--- config.mk ---
export PLATFORM = sky130hd
export DESIGN_NAME = usb_rx_controller
export DESIGN_NICKNAME = d
export VERILOG_FILES = /design/src/rtl/usb_rx_controller.sv
export SDC_FILE = /design/constraint.sdc
export NUM_CORES = 1
export LEC_CHECK = 0
export CAP_MARGIN = 20
export CORE_MARGIN = 2
export CORE_UTILIZATION = 54
export CTS_CLUSTER_SIZE = 14
export DETAILED_ROUTE_END_ITERATION = 12
export MAX_ROUTING_LAYER = met4
export PLACE_DENSITY_LB_ADDON = 0.12
export SLEW_MARGIN = 10
export SYNTH_ARGS = -nofsm -noshare
export SYNTH_HDL_FRONTEND = slang
export SYNTH_SLANG_ARGS = --single-unit
--- constraint.sdc ---
create_clock -name clk -period 2.3 [get_ports clk]
set_input_delay 0.46 -clock clk [delete_from_list [all_inputs] [get_ports clk]]
set_output_delay 0.46 -clock clk [all_outputs]
set_load 0.05 [all_outputs]
--- src/rtl/usb_rx_controller.sv ---
// USB receive bit-path sequencer: SYNC detection, bit de-stuffing, LSB-first
// byte assembly and EOP/error detection around an external NRZI decoder.
module usb_rx_controller #(
  parameter int SYNC_MIN_ZEROS = 5,
  parameter int STUFF_LIMIT    = 6,
  parameter int IDLE_BITS      = 7
) (
  input  logic       clk,
  input  logic       nRST,
  input  logic       rx_enable,
  input  logic       bit_strobe,
  input  logic       dp,
  input  logic       dm,
  input  logic       decoded_bit,
  output logic       nrzi_en,
  output logic       rx_active,
  output logic [7:0] rx_data,
  output logic       rx_valid,
  output logic       rx_eop,
  output logic       rx_err,
  output logic [2:0] state_dbg
);

  typedef enum logic [2:0] {
    ST_IDLE = 3'd0,
    ST_SYNC = 3'd1,
    ST_DATA = 3'd2,
    ST_EOP  = 3'd3,
    ST_ERR  = 3'd4
  } state_e;

  localparam logic [2:0] SYNC_MIN  = 3'(SYNC_MIN_ZEROS);
  localparam logic [2:0] STUFF_LIM = 3'(STUFF_LIMIT);
  localparam logic [2:0] IDLE_LAST = 3'(IDLE_BITS - 1);

  state_e     state_q, state_d;
  logic [2:0] zero_cnt_q, zero_cnt_d;
  logic [2:0] one_cnt_q, one_cnt_d;
  logic [2:0] bit_cnt_q, bit_cnt_d;
  logic [2:0] idle_cnt_q, idle_cnt_d;
  logic [7:0] shift_q, shift_d;
  logic [7:0] rx_data_q, rx_data_d;
  logic       rx_valid_q, rx_valid_d;
  logic       rx_eop_q, rx_eop_d;
  logic       rx_err_q, rx_err_d;
  logic [7:0] next_byte;

  logic line_j, line_k, line_se0;
  assign line_j   =  dp & ~dm;
  assign line_k   = ~dp &  dm;
  assign line_se0 = ~dp & ~dm;

  // rx_valid/rx_eop/rx_err carry no handshake: each is a registered one-clk
  // pulse the cycle after the qualifying strobe, and the consumer must take it.
  always_comb begin
    state_d    = state_q;
    zero_cnt_d = zero_cnt_q;
    one_cnt_d  = one_cnt_q;
    bit_cnt_d  = bit_cnt_q;
    idle_cnt_d = idle_cnt_q;
    shift_d    = shift_q;
    rx_data_d  = rx_data_q;
    rx_valid_d = 1'b0;
    rx_eop_d   = 1'b0;
    rx_err_d   = 1'b0;
    next_byte  = {decoded_bit, shift_q[7:1]};

    if (!rx_enable) begin
      state_d    = ST_IDLE;
      zero_cnt_d = '0;
      one_cnt_d  = '0;
      bit_cnt_d  = '0;
      idle_cnt_d = '0;
      shift_d    = '0;
      rx_data_d  = '0;
    end else if (bit_strobe) begin
      case (state_q)
        ST_IDLE: begin
          if (line_k) begin
            state_d    = ST_SYNC;
            zero_cnt_d = '0;
          end
        end
        ST_SYNC: begin
          if (line_se0) begin
            state_d = ST_IDLE;
          end else if (!decoded_bit) begin
            if (zero_cnt_q != 3'd7) zero_cnt_d = zero_cnt_q + 3'd1;
          end else if (zero_cnt_q >= SYNC_MIN) begin
            state_d   = ST_DATA;
            bit_cnt_d = '0;
            one_cnt_d = 3'd1;
            shift_d   = '0;
          end else begin
            state_d = ST_IDLE;
          end
        end
        ST_DATA: begin
          if (line_se0) begin
            state_d  = ST_EOP;
            rx_err_d = (bit_cnt_q != 3'd0);
          end else if (one_cnt_q == STUFF_LIM) begin
            // After a full run of ones the next bit must be the stuffed zero.
            if (!decoded_bit) begin
              one_cnt_d = '0;
            end else begin
              rx_err_d   = 1'b1;
              state_d    = ST_ERR;
              idle_cnt_d = '0;
            end
          end else begin
            shift_d   = next_byte;
            one_cnt_d = decoded_bit ? one_cnt_q + 3'd1 : 3'd0;
            bit_cnt_d = bit_cnt_q + 3'd1;
            if (bit_cnt_q == 3'd7) begin
              rx_data_d  = next_byte;
              rx_valid_d = 1'b1;
            end
          end
        end
        ST_EOP: begin
          if (line_j) begin
            rx_eop_d = 1'b1;
            state_d  = ST_IDLE;
          end else if (line_k) begin
            rx_err_d   = 1'b1;
            state_d    = ST_ERR;
            idle_cnt_d = '0;
          end
        end
        ST_ERR: begin
          if (line_j) begin
            if (idle_cnt_q == IDLE_LAST) begin
              state_d    = ST_IDLE;
              idle_cnt_d = '0;
            end else begin
              idle_cnt_d = idle_cnt_q + 3'd1;
            end
          end else begin
            idle_cnt_d = '0;
          end
        end
        default: state_d = ST_IDLE;
      endcase
    end
  end

  always_ff @(posedge clk or negedge nRST) begin
    if (!nRST) begin
      state_q    <= ST_IDLE;
      zero_cnt_q <= '0;
      one_cnt_q  <= '0;
      bit_cnt_q  <= '0;
      idle_cnt_q <= '0;
      shift_q    <= '0;
      rx_data_q  <= '0;
      rx_valid_q <= 1'b0;
      rx_eop_q   <= 1'b0;
      rx_err_q   <= 1'b0;
    end else begin
      state_q    <= state_d;
      zero_cnt_q <= zero_cnt_d;
      one_cnt_q  <= one_cnt_d;
      bit_cnt_q  <= bit_cnt_d;
      idle_cnt_q <= idle_cnt_d;
      shift_q    <= shift_d;
      rx_data_q  <= rx_data_d;
      rx_valid_q <= rx_valid_d;
      rx_eop_q   <= rx_eop_d;
      rx_err_q   <= rx_err_d;
    end
  end

  assign nrzi_en   = (state_q == ST_SYNC) || (state_q == ST_DATA);
  assign rx_active = (state_q == ST_DATA) || (state_q == ST_EOP);
  assign rx_data   = rx_data_q;
  assign rx_valid  = rx_valid_q;
  assign rx_eop    = rx_eop_q;
  assign rx_err    = rx_err_q;
  assign state_dbg = state_q;

endmodule
==> impl_metrics.prom, run 1 <==
# TYPE chip_impl_metric gauge
chip_impl_info{name="run_status",value="finished, final reports clean"} 1
chip_impl_info{name="cpLargestDelayFamily",value="buffers and inverters"} 1
chip_impl_info{name="slowest_stage",value="sky130_fd_sc_hd__clkdlybuf4s50_1"} 1
chip_impl_info{name="end_kind",value="output port"} 1
chip_impl_metric{name="die_w",unit="µm"} 61.4
chip_impl_metric{name="seqCellArea",unit="µm²"} 828
chip_impl_metric{name="detailroute.via_count",unit=""} 1530
chip_impl_info{name="timing.rr.start",value="state_dbg[1]"} 1
chip_impl_metric{name="worst-path-buf-inv",unit=""} 1
chip_impl_metric{name="gp_congestion",unit=""} 0.877
chip_impl_metric{name="cts.sinks",unit=""} 33
chip_impl_metric{name="multi_input_area",unit="µm²"} 888
chip_impl_metric{name="rows",unit=""} 20
chip_impl_metric{name="grt_remaining_overflow",unit=""} 0
chip_impl_metric{name="postSynthNetCount",unit=""} 187
chip_impl_metric{name="dpl.hpwl",unit="µm"} 3060
chip_impl_metric{name="h_tree_depth_reported_by_cts",unit=""} 2
chip_impl_metric{name="cell_count_of_the_worst_reg_to_reg_path",unit=""} 5
chip_impl_metric{name="fin_cells",unit=""} 262
chip_impl_metric{name="grt_max_degree",unit=""} 34
chip_impl_metric{name="viasPerCell",unit=""} 5.84
chip_impl_info{name="synth_largest_area_cell",value="sky130_fd_sc_hd__dfrtp_1"} 1
chip_impl_info{name="setup.worst_path.class",value="flop to output port"} 1
chip_impl_metric{name="vias_in_the_first_global_route",unit=""} 1486
chip_impl_metric{name="die_y",unit="µm"} 61.4
chip_impl_metric{name="fillerInstances",unit=""} 255
chip_impl_metric{name="async_flop_share",unit="%"} 100
chip_impl_info{name="cts_tree",value="done"} 1
chip_impl_metric{name="cts.repair_timing.setup_buffer_count",unit=""} 0
chip_impl_metric{name="timing.slew.headroom",unit="%"} 63.0
chip_impl_info{name="grt_setup_unrepaired",value="false"} 1
chip_impl_metric{name="pin_count",unit=""} 23
chip_impl_metric{name="antenna_left",unit=""} 0
chip_impl_metric{name="layout_worst_path_cycle_share",unit="%"} 96.4
chip_impl_metric{name="worst_slew_pin_tran",unit="ps"} 553
chip_impl_metric{name="ys_seq_elements",unit=""} 33
chip_impl_metric{name="initial_antenna_violation_count",unit=""} 0
chip_impl_metric{name="finish.net_count",unit=""} 232
chip_impl_metric{name="synth_warnings",unit=""} 0
chip_impl_metric{name="synth-edff-count",unit=""} 0
chip_impl_metric{name="maxClockFrequency",unit="GHz"} 0.451
chip_impl_metric{name="final_hold_viol_count",unit=""} 0
chip_impl_metric{name="die_area",unit="µm²"} 3770
chip_impl_metric{name="worst_case_setup_margin_in_the_final_layout",unit="ps"} 83.8
chip_impl_metric{name="clkTransAtPathRegs",unit="ps"} 110
chip_impl_metric{name="finish.utilization",unit="%"} 72.1
chip_impl_metric{name="setup_viol_count_final",unit=""} 0
chip_impl_metric{name="tritoncts.num_buffers",unit=""} 5
chip_impl_metric{name="cp_slowest_stage_delay",unit="ps"} 860
chip_impl_metric{name="layout_cells_sized_above_1",unit="%"} 20.6
chip_impl_metric{name="maxSlewViolCount",unit=""} 0
chip_impl_info{name="ys.flop_type",value="sky130_fd_sc_hd__dfrtp_1"} 1
chip_impl_metric{name="grt_pass1_wl",unit="µm"} 6620
chip_impl_info{name="timing.rr.end",value="bit_cnt_q[0]"} 1
chip_impl_metric{name="worstPathArrival",unit="ps"} 1760
chip_impl_info{name="path_cells",value="clkdlybuf4s50_1"} 1
chip_impl_metric{name="drt-wirelength-per-cell",unit="µm"} 15.5
chip_impl_metric{name="floorplan.initialDensity",unit="%"} 57.3
chip_impl_metric{name="worst_endpoint_required_time",unit="ps"} 1840
chip_impl_metric{name="synthesis.area",unit="µm²"} 1780
chip_impl_metric{name="placedCellCount",unit=""} 254
chip_impl_metric{name="cts_hold_buffers_added",unit=""} 0
chip_impl_metric{name="r2r_setup_slack",unit="ps"} 180
chip_impl_metric{name="cap_viol_max_count",unit=""} 0
chip_impl_metric{name="grtUsageTotal",unit="%"} 24.9
chip_impl_metric{name="core",unit="µm²"} 3100
chip_impl_metric{name="io_buffers",unit=""} 22
chip_impl_metric{name="first_iter_violations",unit=""} 99
chip_impl_metric{name="drc",unit=""} 0
chip_impl_metric{name="synth_top_area_share",unit="%"} 46.4
chip_impl_metric{name="route.final.wire_length",unit="µm"} 4070
chip_impl_metric{name="static-leakage-power",unit="nW"} 1.06
chip_impl_metric{name="power",unit="mW"} 1.23
chip_impl_info{name="synth_top_cells_by_count",value="33 x sky130_fd_sc_hd__dfrtp_1, 18 x sky130_fd_sc_hd__a22o_1, 15 x sky130_fd_sc_hd__nor2_1, 10 x sky130_fd_sc_hd__nand2_1"} 1
chip_impl_metric{name="detailedRoute.firstPassIterationCount",unit=""} 4
chip_impl_metric{name="vdd.ir_drop.worst",unit="mV"} 0.349
chip_impl_metric{name="synth_seq_area_share",unit="%"} 46.4
chip_impl_info{name="hold_path_class",value="input pin to async pin"} 1
chip_impl_info{name="synthMostInstantiatedCell",value="sky130_fd_sc_hd__dfrtp_1"} 1
chip_impl_metric{name="worst_skew_pair_latency",unit="ps"} 340
chip_impl_metric{name="fin_crit",unit="ps"} 2220
chip_impl_metric{name="cp_max_fo",unit=""} 15
chip_impl_metric{name="synth.distinct_cells",unit=""} 40
chip_impl_info{name="critical_path_source_type",value="flop"} 1
chip_impl_metric{name="area.growth.synth_to_final",unit="%"} 25.7
chip_impl_metric{name="dp_slack",unit="ps"} -41.8
chip_impl_metric{name="power-per-cell-area",unit="nW/µm²"} 548
chip_impl_metric{name="synth.avg_cell_area",unit="µm²"} 10.3
chip_impl_info{name="clock_tree_root_driver_cell",value="sky130_fd_sc_hd__clkbuf_4"} 1
chip_impl_metric{name="postCtsResizedCells",unit=""} 0
chip_impl_metric{name="insertedDiodeCount",unit=""} 0
chip_impl_metric{name="synthCells",unit=""} 172
chip_impl_metric{name="whs",unit="ps"} 495
chip_impl_metric{name="ctsLongestPathBuffers",unit=""} 2
chip_impl_info{name="synth_area_leaders",value="sky130_fd_sc_hd__dfrtp_1 46%, sky130_fd_sc_hd__a22o_1 8.9%, sky130_fd_sc_hd__ha_1 5.6%"} 1
chip_impl_metric{name="finalClockSkew",unit="ps"} 13.1
## layout by cell type (no fill, tap or decap), types with 2 or more instances in the layout
master | synthesis | layout
sky130_fd_sc_hd__buf_4 | 0 | 23
sky130_fd_sc_hd__nor2_1 | 15 | 15
sky130_fd_sc_hd__o21ai_0 | 9 | 9
sky130_fd_sc_hd__nand3_1 | 9 | 9
sky130_fd_sc_hd__clkbuf_4 | 0 | 5
sky130_fd_sc_hd__dfrtp_2 | 0 | 2
sky130_fd_sc_hd__a32o_1 | 2 | 2
sky130_fd_sc_hd__clkdlybuf4s50_1 | 0 | 19
sky130_fd_sc_hd__o31ai_1 | 3 | 3
sky130_fd_sc_hd__nor3b_1 | 4 | 3
sky130_fd_sc_hd__a21oi_1 | 7 | 7
sky130_fd_sc_hd__a31oi_1 | 2 | 2
sky130_fd_sc_hd__nand2_1 | 10 | 10
sky130_fd_sc_hd__nor2b_1 | 2 | 2
sky130_fd_sc_hd__inv_1 | 9 | 9
sky130_fd_sc_hd__mux2i_1 | 4 | 4
sky130_fd_sc_hd__nand2b_1 | 4 | 4
sky130_fd_sc_hd__clkinv_2 | 0 | 2
sky130_fd_sc_hd__dfrtp_1 | 33 | 31
sky130_fd_sc_hd__ha_1 | 8 | 8
sky130_fd_sc_hd__nor3_1 | 4 | 4
sky130_fd_sc_hd__mux2_2 | 4 | 4
sky130_fd_sc_hd__a22o_1 | 18 | 18
## per-layer routing
layer  routed length [µm]  up-vias  track usage (%)
met5                    0        -                -
met4                   48        0             8.21
met3                  166        6             5.67
met2                 2010       32             39.1
met1                 1850      762             32.1
li1                     -      730                -
## cell families (layout without fill, tap and decap cells)
kind of cell / after synthesis / in the layout / share of synthesized area, %
AOI/OAI and AO/OA: 49 / 49 / 20.7
xor gates and xnor gates: 1 / 1 / 0.492
adders and majority gates: 8 / 8 / 5.63
buffers and inverters: 14 / 60 / 4.01
DFF: 33 / 33 / 46.4
muxes: 8 / 8 / 4.78
and+or+nand+nor: 59 / 59 / 17.9
## worst max-delay path by stage
stage / from / to / slack (ps) / cells past startpoint
floorplan: state_dbg[0] / bit_cnt_q[0] / 70 / 6
global placement: rx_enable / bit_cnt_q[0] / -40 / 6
detailed placement: rx_enable / bit_cnt_q[0] / -40 / 6
CTS: state_dbg[0] / state_dbg[0] / 40 / 2
global route: state_dbg[2] / state_dbg[2] / 40 / 1
finish: state_dbg[2] / state_dbg[2] / 80 / 1
## flip-flops by register name, indices dropped and copies added (netlist names)
signal and count:
bit_cnt_q 3, idle_cnt_q 3, one_cnt_q 3, rx_data 8, rx_eop 1, rx_err 1
rx_valid 1, shift_q 7, state_dbg 3, zero_cnt_q 3
## where the power goes
part | total (mW) | internal [mW] | switching [mW]
combinational | 0.289 | 0.119 | 0.170
clock | 0.322 | 0.115 | 0.206
sequential | 0.615 | 0.595 | 0.0197
## layout make-up
| cell class | instances | area share, % |
|---|---|---|
| repair buffers | 43 | 16.8 |
| inverters | 9 | 1.51 |
| clock inverters | 3 | 0.783 |
| clock buffers | 5 | 1.68 |
| multi-input cells | 125 | 39.7 |
| well taps | 44 | 2.46 |
| flip-flops and latches | 33 | 37.0 |
## through the flow
step | setup TNS, ps | instance area [µm²]
2_1_floorplan | 0 | 1780
3_3_place_gp | -137 | 2170
3_5_place_dp | -272 | 2170
4_1_cts | 0 | 2230
5_1_grt | 0 | 2240
6_report | 0 | 2240
Power figures use the tool's default switching activity.
==> run 2: changes to the inputs <==
Settings changed: GPL_TIMING_DRIVEN set to 0.
==> impl_metrics.prom, run 2 (synthesized netlist as in run 1, its figures left out) <==
# TYPE chip_impl_metric gauge
chip_impl_info{name="clock_tree_root_driver_cell",value="sky130_fd_sc_hd__clkbuf_4"} 1
chip_impl_metric{name="viasPerCell",unit=""} 5.95
chip_impl_metric{name="largest_register_ff_count",unit=""} 8
chip_impl_info{name="grt_setup_unrepaired",value="false"} 1
chip_impl_metric{name="global_route.usage.met2",unit="%"} 38.4
chip_impl_metric{name="core",unit="µm²"} 3100
chip_impl_metric{name="drt-wirelength-per-cell",unit="µm"} 15.5
chip_impl_info{name="timing.rr.start",value="state_dbg[0]"} 1
chip_impl_metric{name="fin_cells",unit=""} 245
chip_impl_metric{name="grt_pass1_wl",unit="µm"} 6470
chip_impl_info{name="timing.rr.end",value="bit_cnt_q[0]"} 1
chip_impl_metric{name="placedCellCount",unit=""} 237
chip_impl_metric{name="worstPathArrival",unit="ps"} 2440
chip_impl_info{name="hold_path_class",value="input pin to async pin"} 1
chip_impl_metric{name="io_buffers",unit=""} 21
chip_impl_info{name="end_kind",value="flop"} 1
chip_impl_metric{name="floorplan.initialDensity",unit="%"} 57.3
chip_impl_info{name="setup.worst_path.class",value="input pin to flop"} 1
chip_impl_metric{name="gp_congestion",unit=""} 0.844
chip_impl_metric{name="worst_endpoint_required_time",unit="ps"} 2530
chip_impl_info{name="run_status",value="finished, final reports clean"} 1
chip_impl_metric{name="route.final.wire_length",unit="µm"} 3800
chip_impl_metric{name="r2r_setup_slack",unit="ps"} 210
chip_impl_info{name="critical_path_source_type",value="input pin"} 1
chip_impl_metric{name="cts_hold_buffers_added",unit=""} 0
chip_impl_metric{name="power-per-cell-area",unit="nW/µm²"} 563
chip_impl_metric{name="maxSlewViolCount",unit=""} 0
chip_impl_info{name="cts_tree",value="done"} 1
chip_impl_metric{name="clkTransAtPathRegs",unit="ps"} 110
chip_impl_metric{name="cell_count_of_the_worst_reg_to_reg_path",unit=""} 6
chip_impl_info{name="slowest_stage",value="sky130_fd_sc_hd__clkdlybuf4s50_1"} 1
chip_impl_metric{name="cp_max_fo",unit=""} 10
chip_impl_metric{name="fin_crit",unit="ps"} 2200
chip_impl_metric{name="pin_count",unit=""} 23
chip_impl_metric{name="setup_viol_count_final",unit=""} 0
chip_impl_metric{name="insertedDiodeCount",unit=""} 0
chip_impl_metric{name="h_tree_depth_reported_by_cts",unit=""} 2
chip_impl_metric{name="detailedRoute.firstPassIterationCount",unit=""} 5
chip_impl_info{name="final_common_cell",value="sky130_fd_sc_hd__dfrtp_1"} 1
chip_impl_metric{name="dpl.hpwl",unit="µm"} 2730
chip_impl_metric{name="area.growth.synth_to_final",unit="%"} 18.5
chip_impl_metric{name="die_w",unit="µm"} 61.4
chip_impl_metric{name="first_iter_violations",unit=""} 101
chip_impl_metric{name="vdd.ir_drop.worst",unit="mV"} 0.372
chip_impl_metric{name="tritoncts.num_buffers",unit=""} 5
chip_impl_metric{name="cts.repair_timing.setup_buffer_count",unit=""} 0
chip_impl_metric{name="grt_max_degree",unit=""} 34
chip_impl_metric{name="maxClockFrequency",unit="GHz"} 0.454
chip_impl_metric{name="worst_slew_pin_tran",unit="ps"} 715
chip_impl_info{name="path_cells",value="clkdlybuf4s50_1, nor4bb_2, a32o_1, a211oi_4, and3_1, buf_6, mux2_2"} 1
chip_impl_metric{name="detailroute.via_count",unit=""} 1458
chip_impl_metric{name="cp_slowest_stage_delay",unit="ps"} 650
chip_impl_info{name="globalRoute.busiestLayer",value="met2"} 1
chip_impl_metric{name="rows",unit=""} 20
chip_impl_metric{name="final_hold_viol_count",unit=""} 0
chip_impl_metric{name="layout_cells_sized_above_1",unit="%"} 15.9
chip_impl_metric{name="met3_grt_util",unit="%"} 3.78
chip_impl_metric{name="finalClockSkew",unit="ps"} 15.1
chip_impl_metric{name="cap_viol_max_count",unit=""} 0
chip_impl_metric{name="finish.net_count",unit=""} 215
chip_impl_metric{name="layout_worst_path_cycle_share",unit="%"} 95.9
chip_impl_metric{name="finish.utilization",unit="%"} 67.9
chip_impl_info{name="most-common-layout-cells",value="31 x sky130_fd_sc_hd__dfrtp_1, 18 x sky130_fd_sc_hd__a22o_1, 18 x sky130_fd_sc_hd__clkdlybuf4s50_1"} 1
chip_impl_metric{name="die_y",unit="µm"} 61.4
chip_impl_metric{name="timing.slew.headroom",unit="%"} 52.3
chip_impl_metric{name="groute.layer.met1.usage",unit="%"} 31.5
chip_impl_metric{name="die_area",unit="µm²"} 3770
chip_impl_metric{name="cts.sinks",unit=""} 33
chip_impl_metric{name="whs",unit="ps"} 152
chip_impl_metric{name="initial_antenna_violation_count",unit=""} 0
chip_impl_metric{name="ctsLongestPathBuffers",unit=""} 2
chip_impl_metric{name="grtUsageTotal",unit="%"} 24.5
chip_impl_metric{name="drc",unit=""} 0
chip_impl_metric{name="static-leakage-power",unit="nW"} 0.974
chip_impl_metric{name="vias_in_the_first_global_route",unit=""} 1371
chip_impl_metric{name="antenna_left",unit=""} 0
chip_impl_metric{name="worst_skew_pair_latency",unit="ps"} 350
chip_impl_metric{name="grt_remaining_overflow",unit=""} 0
## run 2: layout make-up
class,count,area [µm²]
tap,44,55.1
multi-input combinational,125,903
fill,276,995
sequential,33,828
timing repair buffer,21,195
clock buffer,5,37.5
buffer,5,37.5
clock inverter,3,17.5
inverter,9,33.8
## run 2: worst max path at each step
stage	startpoint	end	slack [ps]	cells past startpoint
5_1_grt	rx_enable	bit_cnt_q[0]	20	7
3_3_place_gp	rx_enable	bit_cnt_q[0]	-320	7
6_report	rx_enable	bit_cnt_q[0]	100	7
3_5_place_dp	rx_enable	bit_cnt_q[0]	-320	7
4_1_cts	state_dbg[2]	rx_active	30	3
2_1_floorplan	state_dbg[0]	bit_cnt_q[0]	70	6
## run 2: power by group
group	internal [mW]	switching, mW
registers	0.596	0.0140
clock network	0.115	0.204
logic	0.0920	0.165
## run 2: stage by stage
step                      setup slack, ps  TNS, ps  area (µm²)  power, mW
after floorplan                      71.5        0        1780      0.801
after detailed placement             -321    -5840        2040      0.882
after global routing                 21.1        0        2110       1.25
after CTS                            28.1        0        2100       1.20
after global placement               -317    -5420        2050      0.873
final                                95.3        0        2110       1.19
## run 2: repair_timing
| action | in CTS | in global routing |
|---|---|---|
| hold endpoints to repair | 0 | 0 |
| gates resized for setup | 2 | 8 |
| setup endpoints to repair | 2 | 21 |
## run 2: worst max-delay path, delay by kind of cell
kind,cells,cell delay (ps)
AOI/OAI and AO/OA,2,300
buffers and inverters,2,790
muxes,1,250
and+or+nand+nor,2,630
## run 2: per-layer routing
| metal | part of all wire (%) | vias up |
|---|---|---|
| li1 | - | 691 |
| met1 | 43 | 701 |
| met2 | 48 | 58 |
| met3 | 6.9 | 8 |
| met4 | 1.8 | 0 |
| met5 | 0 | - |
==> run 3: changes to the inputs <==
Settings changed: ABC_CLOCK_PERIOD_IN_PS set to 2300, CTS_BUF_LIST set to sky130_fd_sc_hd__clkbuf_16.
==> impl_metrics.prom, run 3 (synthesized netlist as in run 1, its figures left out) <==
# TYPE chip_impl_metric gauge
chip_impl_metric{name="ctsLongestPathBuffers",unit=""} 2
chip_impl_info{name="most-common-layout-cells",value="31 x sky130_fd_sc_hd__dfrtp_1, 18 x sky130_fd_sc_hd__a22o_1, 16 x sky130_fd_sc_hd__clkdlybuf4s50_1"} 1
chip_impl_metric{name="cap_viol_max_count",unit=""} 0
chip_impl_metric{name="maxClockFrequency",unit="GHz"} 0.451
chip_impl_metric{name="postCtsResizedCells",unit=""} 3
chip_impl_metric{name="initial_antenna_violation_count",unit=""} 0
chip_impl_metric{name="core",unit="µm²"} 3100
chip_impl_metric{name="detailroute.via_count",unit=""} 1466
chip_impl_metric{name="floorplan.initialDensity",unit="%"} 57.3
chip_impl_metric{name="vias_in_the_first_global_route",unit=""} 1391
chip_impl_metric{name="worst_skew_pair_latency",unit="ps"} 280
chip_impl_metric{name="finish.net_count",unit=""} 215
chip_impl_metric{name="maxSlewViolCount",unit=""} 0
chip_impl_metric{name="power-per-cell-area",unit="nW/µm²"} 680
chip_impl_metric{name="dpl.hpwl",unit="µm"} 2730
chip_impl_metric{name="grtUsageTotal",unit="%"} 24.9
chip_impl_metric{name="die_area",unit="µm²"} 3770
chip_impl_metric{name="cp_max_fo",unit=""} 10
chip_impl_metric{name="tritoncts.num_buffers",unit=""} 5
chip_impl_metric{name="timing.slew.headroom",unit="%"} 51.4
chip_impl_info{name="cts_tree",value="done"} 1
chip_impl_metric{name="finalClockSkew",unit="ps"} 3.57
chip_impl_metric{name="rows",unit=""} 20
chip_impl_metric{name="pin_count",unit=""} 23
chip_impl_metric{name="die_w",unit="µm"} 61.4
chip_impl_metric{name="grt_max_degree",unit=""} 34
chip_impl_metric{name="cts.repair_timing.setup_buffer_count",unit=""} 0
chip_impl_metric{name="route.final.wire_length",unit="µm"} 3930
chip_impl_info{name="final_common_cell",value="sky130_fd_sc_hd__dfrtp_1"} 1
chip_impl_metric{name="viasPerCell",unit=""} 5.98
chip_impl_metric{name="setup_viol_count_final",unit=""} 0
chip_impl_metric{name="worst_slew_pin_tran",unit="ps"} 729
chip_impl_info{name="clock_tree_root_driver_cell",value="sky130_fd_sc_hd__clkbuf_16"} 1
chip_impl_metric{name="die_y",unit="µm"} 61.4
chip_impl_metric{name="antenna_left",unit=""} 0
chip_impl_info{name="run_status",value="finished, final reports clean"} 1
chip_impl_info{name="grt_setup_unrepaired",value="false"} 1
chip_impl_metric{name="insertedDiodeCount",unit=""} 0
chip_impl_metric{name="grt_remaining_overflow",unit=""} 0
chip_impl_metric{name="grt_pass1_wl",unit="µm"} 6560
chip_impl_metric{name="io_buffers",unit=""} 21
chip_impl_metric{name="worstPathArrival",unit="ps"} 1760
chip_impl_metric{name="fin_crit",unit="ps"} 2220
chip_impl_metric{name="worst_endpoint_required_time",unit="ps"} 1840
chip_impl_metric{name="first_iter_violations",unit=""} 93
chip_impl_metric{name="detailedRoute.firstPassIterationCount",unit=""} 5
chip_impl_metric{name="drt-wirelength-per-cell",unit="µm"} 16.0
chip_impl_info{name="critical_path_source_type",value="flop"} 1
chip_impl_metric{name="power",unit="mW"} 1.51
chip_impl_metric{name="layout_worst_path_cycle_share",unit="%"} 96.3
chip_impl_metric{name="clkTransAtPathRegs",unit="ps"} 50
chip_impl_metric{name="cts_hold_buffers_added",unit=""} 0
chip_impl_metric{name="final_hold_viol_count",unit=""} 0
chip_impl_info{name="hold_path_class",value="input pin to async pin"} 1
chip_impl_metric{name="area.growth.synth_to_final",unit="%"} 24.8
chip_impl_metric{name="whs",unit="ps"} 240
chip_impl_info{name="end_kind",value="output port"} 1
chip_impl_metric{name="layout_cells_sized_above_1",unit="%"} 15.4
chip_impl_metric{name="largest_register_ff_count",unit=""} 8
chip_impl_metric{name="static-leakage-power",unit="nW"} 1.04
chip_impl_metric{name="vdd.ir_drop.worst",unit="mV"} 0.494
chip_impl_info{name="setup.worst_path.class",value="flop to output port"} 1
chip_impl_metric{name="drc",unit=""} 0
chip_impl_metric{name="h_tree_depth_reported_by_cts",unit=""} 2
chip_impl_metric{name="cts.sinks",unit=""} 33
chip_impl_metric{name="gp_congestion",unit=""} 0.844
-- run 3: area by class of cell --
type	count	area, µm²
inverters	9	33.8
plain buffers	5	37.5
clock inverters	3	17.5
well taps	44	55.1
fillers	262	883
repair buffers	21	208
flip-flops and latches	33	828
clock buffers	5	125
multi-input cells	125	915
-- run 3: report_power, final --
part / switching [mW] / total [mW] / internal [mW]
clock: 0.236 / 0.632 / 0.396
sequential: 0.0144 / 0.612 / 0.597
combinational: 0.168 / 0.265 / 0.0972
-- run 3: metrics by stage --
step / TNS, ps / cells / util [%] / setup WS, ps / cell area [µm²]
3_3_place_gp: -5420 / 237 / 66.0 / -317 / 2050
4_1_cts: 0 / 245 / 70.6 / 2.82 / 2190
3_5_place_dp: -5840 / 237 / 65.8 / -321 / 2040
6_report: 0 / 245 / 71.5 / 84.3 / 2220
5_1_grt: 0 / 245 / 71.5 / 3.72 / 2220
2_1_floorplan: 0 / 172 / - / 71.5 / 1780
-- run 3: final timing paths --
kind                       cells past startpoint       endpoint          from  slack, ps
setup / recovery                               3      rx_active  state_dbg[2]         80
hold / removal                                 1  idle_cnt_q[2]          nRST        240
max in group asynchronous                      1   state_dbg[2]          nRST       1550
hold reg to reg                                1     rx_data[4]    rx_data[4]        500
setup reg to reg                               6   bit_cnt_q[0]  state_dbg[0]        210
min in group clk                               1     rx_data[4]    rx_data[4]        500
-- run 3: routing by layer --
metal  vias up  track usage [%]  wire, µm
li1        697                -         -
met1       722             31.7      1730
met2        40             39.5      1930
met3         7             3.78       193
met4         0             10.9        75
met5         -                -         0
-- run 3: critical path: stages (launching register included) --
cell and delay [ps]:
sky130_fd_sc_hd__dfrtp_2 460, sky130_fd_sc_hd__buf_2 210, sky130_fd_sc_hd__and2b_2 270, sky130_fd_sc_hd__dlygate4sd2_1 540
